==> config.mk <==
export PLATFORM = sky130hd
export DESIGN_NAME = core_run_ctrl
export DESIGN_NICKNAME = d
export VERILOG_FILES = /design/src/rtl/core_run_ctrl.sv
export SDC_FILE = /design/constraint.sdc
export NUM_CORES = 1
export LEC_CHECK = 0
export ABC_AREA = 1
export CAP_MARGIN = 10
export CORE_MARGIN = 2
export CORE_UTILIZATION = 50
export DETAILED_ROUTE_END_ITERATION = 6
export HOLD_SLACK_MARGIN = 0.15
export PLACE_DENSITY = 0.69
export RECOVER_POWER = 100
export SLEW_MARGIN = 20
export SYNTH_ARGS = -nofsm -noshare
export SYNTH_HDL_FRONTEND = slang
export SYNTH_SLANG_ARGS = --single-unit
==> constraint.sdc <==
create_clock -name clk -period 2.1 [get_ports clk]
set_input_delay 0.315 -clock clk [delete_from_list [all_inputs] [get_ports clk]]
set_output_delay 0.315 -clock clk [all_outputs]
set_load 0.03 [all_outputs]
==> src/rtl/core_run_ctrl.sv <==
// Run/halt/single-step sequencer: debounced buttons, clock-enable divider, pulse counter.
// Optional breakpoint halt enabled by defining CORE_RUN_CTRL_BREAKPOINT_EN.

module core_run_deb #(
  parameter int DEB_CYCLES = 20000
) (
  input  logic clk,
  input  logic rst,
  input  logic btn,
  output logic press
);
  localparam int DW = $clog2(DEB_CYCLES + 1);

  logic          sync1, sync2, lvl, done;
  logic [DW-1:0] cnt;

  // done marks the edge that completes DEB_CYCLES mismatched cycles
  assign done  = (sync2 != lvl) && (cnt == DW'(DEB_CYCLES - 1));
  assign press = done && sync2;

  always_ff @(posedge clk) begin
    if (rst) begin
      sync1 <= 1'b0;
      sync2 <= 1'b0;
      lvl   <= 1'b0;
      cnt   <= '0;
    end else begin
      sync1 <= btn;
      sync2 <= sync1;
      if (sync2 == lvl || done) cnt <= '0;
      else                      cnt <= cnt + 1'b1;
      if (done) lvl <= sync2;
    end
  end
endmodule

module core_run_ctrl #(
  parameter int DIV_MAX    = 10000,
  parameter int DEB_CYCLES = 20000,
  parameter int CNT_W      = 32
) (
  input  logic             clk,
  input  logic             rst,
  input  logic             btn_run,
  input  logic             btn_step,
`ifdef CORE_RUN_CTRL_BREAKPOINT_EN
  input  logic [31:0]      pc,
  input  logic [31:0]      bp_addr,
  input  logic             bp_valid,
`endif
  output logic             core_en,
  output logic [1:0]       state,
  output logic [CNT_W-1:0] cycle_cnt
);
  localparam int VW = $clog2(DIV_MAX);

  typedef enum logic [1:0] {HALT = 2'b00, RUN = 2'b01, STEP = 2'b10} st_t;

  st_t           st_q, st_d;
  logic          en_d, tick;
  logic [1:0]    press;
  logic [VW-1:0] div;

  // bit 0: run/halt button, bit 1: step button
  core_run_deb #(.DEB_CYCLES(DEB_CYCLES)) u_deb [1:0] (
    .clk  (clk),
    .rst  (rst),
    .btn  ({btn_step, btn_run}),
    .press(press)
  );

  assign tick  = (div == VW'(DIV_MAX - 1));
  assign state = st_q;

`ifdef CORE_RUN_CTRL_BREAKPOINT_EN
  logic first_q, first_d, bp_hit;
  // first tick after entering RUN skips the compare so a resume executes the breakpoint
  assign bp_hit = bp_valid && (pc == bp_addr) && !first_q;
`endif

  always_comb begin
    st_d = st_q;
    en_d = 1'b0;
`ifdef CORE_RUN_CTRL_BREAKPOINT_EN
    first_d = first_q;
`endif
    case (st_q)
      HALT: begin
        if (press[0]) begin
          st_d = RUN;
`ifdef CORE_RUN_CTRL_BREAKPOINT_EN
          first_d = 1'b1;
`endif
        end else if (press[1]) begin
          st_d = STEP;
        end
      end
      RUN: begin
        if (press[0]) begin
          st_d = HALT;
        end else if (tick) begin
`ifdef CORE_RUN_CTRL_BREAKPOINT_EN
          first_d = 1'b0;
          if (bp_hit) st_d = HALT;
          else        en_d = 1'b1;
`else
          en_d = 1'b1;
`endif
        end
      end
      STEP: begin
        if (tick) begin
          en_d = 1'b1;
          st_d = HALT;
        end
      end
      default: st_d = HALT;
    endcase
  end

  always_ff @(posedge clk) begin
    if (rst) begin
      st_q      <= HALT;
      core_en   <= 1'b0;
      div       <= '0;
      cycle_cnt <= '0;
`ifdef CORE_RUN_CTRL_BREAKPOINT_EN
      first_q   <= 1'b0;
`endif
    end else begin
      st_q      <= st_d;
      core_en   <= en_d;
      div       <= tick ? '0 : div + 1'b1;
      cycle_cnt <= cycle_cnt + CNT_W'(core_en);
`ifdef CORE_RUN_CTRL_BREAKPOINT_EN
      first_q   <= first_d;
`endif
    end
  end
endmodule
==> impl_results.md <==
* Nets@finish at between 600 and 700
* CP Depth at 1
* Top cells by count, synth: nand2_1, nor2_1, dfxtp_1, inv_1, a21oi_1
* Tmin final at 1930 ps
* Std-Cell Core Area at around 0.0078 mm2
* Die height at 93.6 um
* Min-delay src: u_deb[0].sync1
* Via count at 3,525
* Cell variety after synth at 31
* Critical path fanouts, max at 8
* Setup crit end: cycle_cnt[21]
* Synth warn at 0
* # port buffers at 38
* Clock transition at path regs at about 80 ps
* Finished Layout Cells at 715
* Psw at 0.620 mW
* RSZ-0062 raised after global routing: no
* Crit path launch type: register
* Initial Util at 0.517
* Count leader, synth: nand2_1
* Fin. Hold Viols at 0
* Power per cell area at just under 600 mW/mm2
* Fmax at 0.519 GHz
* Syn-to-layout area delta at 16.2%
* Htree depth at 3
* Crit Reg-Reg Endpoint: cycle_cnt[25]
* Crit-path max cell delay at a little under 800 ps
* Max-slew violation count at 0
* Worst r2r src: cycle_cnt[2]
* WS Path Type: reg -> out
* Post-CTS setup buffers at 0
* Leak pwr at ~1.8 nW
* Synthesized area per cell at 7.12 um2
* Largest family of logic cells by synthesized area: simple AND/OR/NAND/NOR gates
* Post-synth EDFFs at 0
* Outcome: finished clean
* Multiplexer share of the synthesized area at 0
* DRT iter0 DRCs at 132
* Vias per cell at ~4.9
* Synth Area in Compound Gates at 0.0860
* Share of layout cells above drive strength 1 at 0.0620
* Simple-gate share of the synthesized area at 0.343
* Internal power at 2.10 mW
* Post-route ant nets at 0
* Drt drc at 0
* Predominant post-synthesis flop cell: dfxtp_1
* Setup_tns at 0 ps
* Setup crit start: cycle_cnt[21]
* Hold crit path type: reg -> reg
* Number of fill cells at 756
* CTS root buf: clkbuf_8
* Syn Nets at 576
* Crit path capture type: primary output
* Max Cap Viol at 0
* Flop pwr share at 0.597
* Clock Sinks at 85
* Post-synthesis sequential element count at 85
* Slew headroom at 0.190
* Skew final at 7.72 ps
* CTS Buf Count at 9
* Final wirelength at 8250 um
* Antenna cell count at 0
* Final Total Pwr at about 2.7 mW
* Largest net degree at the start of global routing at 26
* Hold_buf cts at 0
* Mapped Area at 0.00402 mm2
* GP Congestion at just over 0.9
* Post-CTS Resized at 0
* Routed WL per cell at 11.5 um
* Crit-path cells: dlygate4sd3_1
* Largest area contributor in the netlist: dfxtp_1
* GRT overflow at 0
* Sw frac at 0.228
* Die area at between 0.008 and 0.009 mm2
* CP Data Arrival Time at 1610 ps
* Worst-Skew Late Latency at between 300 and 400 ps
* Synthesized netlist cell count at 564
* Placed Cells incl. Taps at 699
* Number of global-route vias before repair at between 3,000 and 4,000
* First-pass GRT wire length at 14,500 um
* All-Layer GR Usage at 0.206
* Post-Synth XOR/XNOR Area at 0.0436
* Ys async rst share at 0
* 1st-pass router iterations at 4
* Period utilization at 0.917
* Combinational power share at 0.019
* CTS tree: built
* Post-DP Area at about 0.0045 mm2
* Clock buffer depth at 2
* Buf+Inv Stages, Crit Path at 1
* Worst path slowest cell: dlygate4sd3_1
* Reg2reg setup slack at 230 ps
* Yosys top cell area share at 0.424
* Die X at around 94 um
* Cell family with most CP delay: buffers and inverters
* Worst Reg-to-Reg Cells at 9
* Rows at 32
* Endpoints failing setup at 0
* # IOs at 39
* Worst Path Required at between 1500 and 2000 ps
* Actual slew at the worst max-slew pin at 1210 ps
* Placed wire-length estimate at 6100 um
* Worst VDD drop at 0.318 mV
* Initial antenna violation count at 0
* Clk network pwr share at 0.384
* Synth Area in Adders at 0.0249
* Area contributors post-synth: dfxtp_1, nand2_1, nor2_1
* Seq/Total Area, Yosys at 0.424
* Cell area after layout at roughly 0.0047 mm2
## layout make-up
class                      instances  area, um2  share of cell area
clock buffer                      11        141              0.0303
multi-input combinational        396       1980               0.425
inverter                          75        282              0.0604
sequential                        85       1700               0.365
timing repair buffer              41        393              0.0842
clock inverter                     5       35.0             0.00751
tap                              102        128              0.0274
## logic make-up after synthesis
group / after synthesis
DFF: 85
adders and majority gates: 8
AOI/OAI and AO/OA: 67
xor gates and xnor gates: 20
buffers and inverters: 83
and+or+nand+nor: 301
## per-stage QoR
stage | util | hold slack (ps) | setup slack, ps
final | 0.601 | 408 | 174
after global routing | 0.601 | 467 | 44.2
after CTS | 0.603 | 410 | 196
after detailed placement | 0.581 | 396 | 360
after global placement | 0.581 | 394 | 401
after floorplan | - | 388 | 279
## power by group through the flow
| stage | clock [mW] | combinational [mW] | sequential [mW] |
|---|---|---|---|
| 2_1_floorplan | 0 | 0.0364 | 1.66 |
| 3_3_place_gp | 0 | 0.0526 | 1.66 |
| 3_5_place_dp | 0 | 0.0545 | 1.66 |
| 4_1_cts | 1.09 | 0.0545 | 1.63 |
| 5_1_grt | 1.15 | 0.0594 | 1.63 |
| 6_report | 1.04 | 0.0510 | 1.63 |
## routing by layer
| metal | vias up | global-route usage | part of all wire | wire (um) |
|---|---|---|---|---|
| met4 | 0 | 0.0906 | 0.016 | 133 |
| met3 | 12 | 0.0346 | 0.027 | 223 |
| li1 | 1881 | - | - | - |
| met2 | 55 | 0.324 | 0.45 | 3710 |
| met1 | 1577 | 0.278 | 0.51 | 4180 |
| met5 | - | 0 | 0 | 0 |
## how the worst min path moves through the flow
stage | to | slack, ps | cells past startpoint
after floorplan | u_deb[0].sync2 | 390 | 2
after global placement | u_deb[0].sync2 | 390 | 2
after detailed placement | u_deb[0].sync2 | 400 | 2
after CTS | u_deb[0].sync2 | 410 | 2
after global routing | u_deb[1].sync2 | 470 | 2
final | u_deb[0].sync2 | 410 | 2
## layout by cell type, fill, tap and decap left out, drive strengths merged
cell type | netlist | layout
o21bai | 1 | 1
dfxtp | 85 | 85
clkinv | 0 | 3
clkbuf | 4 | 14
ha | 8 | 8
and3 | 1 | 1
o21ai | 21 | 21
clkinvlp | 0 | 1
or2 | 8 | 8
clkdlybuf4s50 | 0 | 2
dlygate4sd3 | 0 | 36
nand3 | 33 | 33
nand2 | 114 | 114
nor3b | 7 | 7
nor2 | 108 | 108
a21oi | 42 | 42
xnor2 | 5 | 5
nor4 | 3 | 3
nand4 | 10 | 10
nor3 | 14 | 14
o21a | 3 | 3
nand3b | 3 | 3
inv | 75 | 76
xor2 | 15 | 15
## registers in the layout, indices dropped and copies added (netlist names)
signal,count
cycle_cnt,32
u_deb.cnt,30
div,14
state,2
u_deb.lvl,2
u_deb.sync1,2
u_deb.sync2,2
core_en,1
Power figures use the tool's default switching activity.
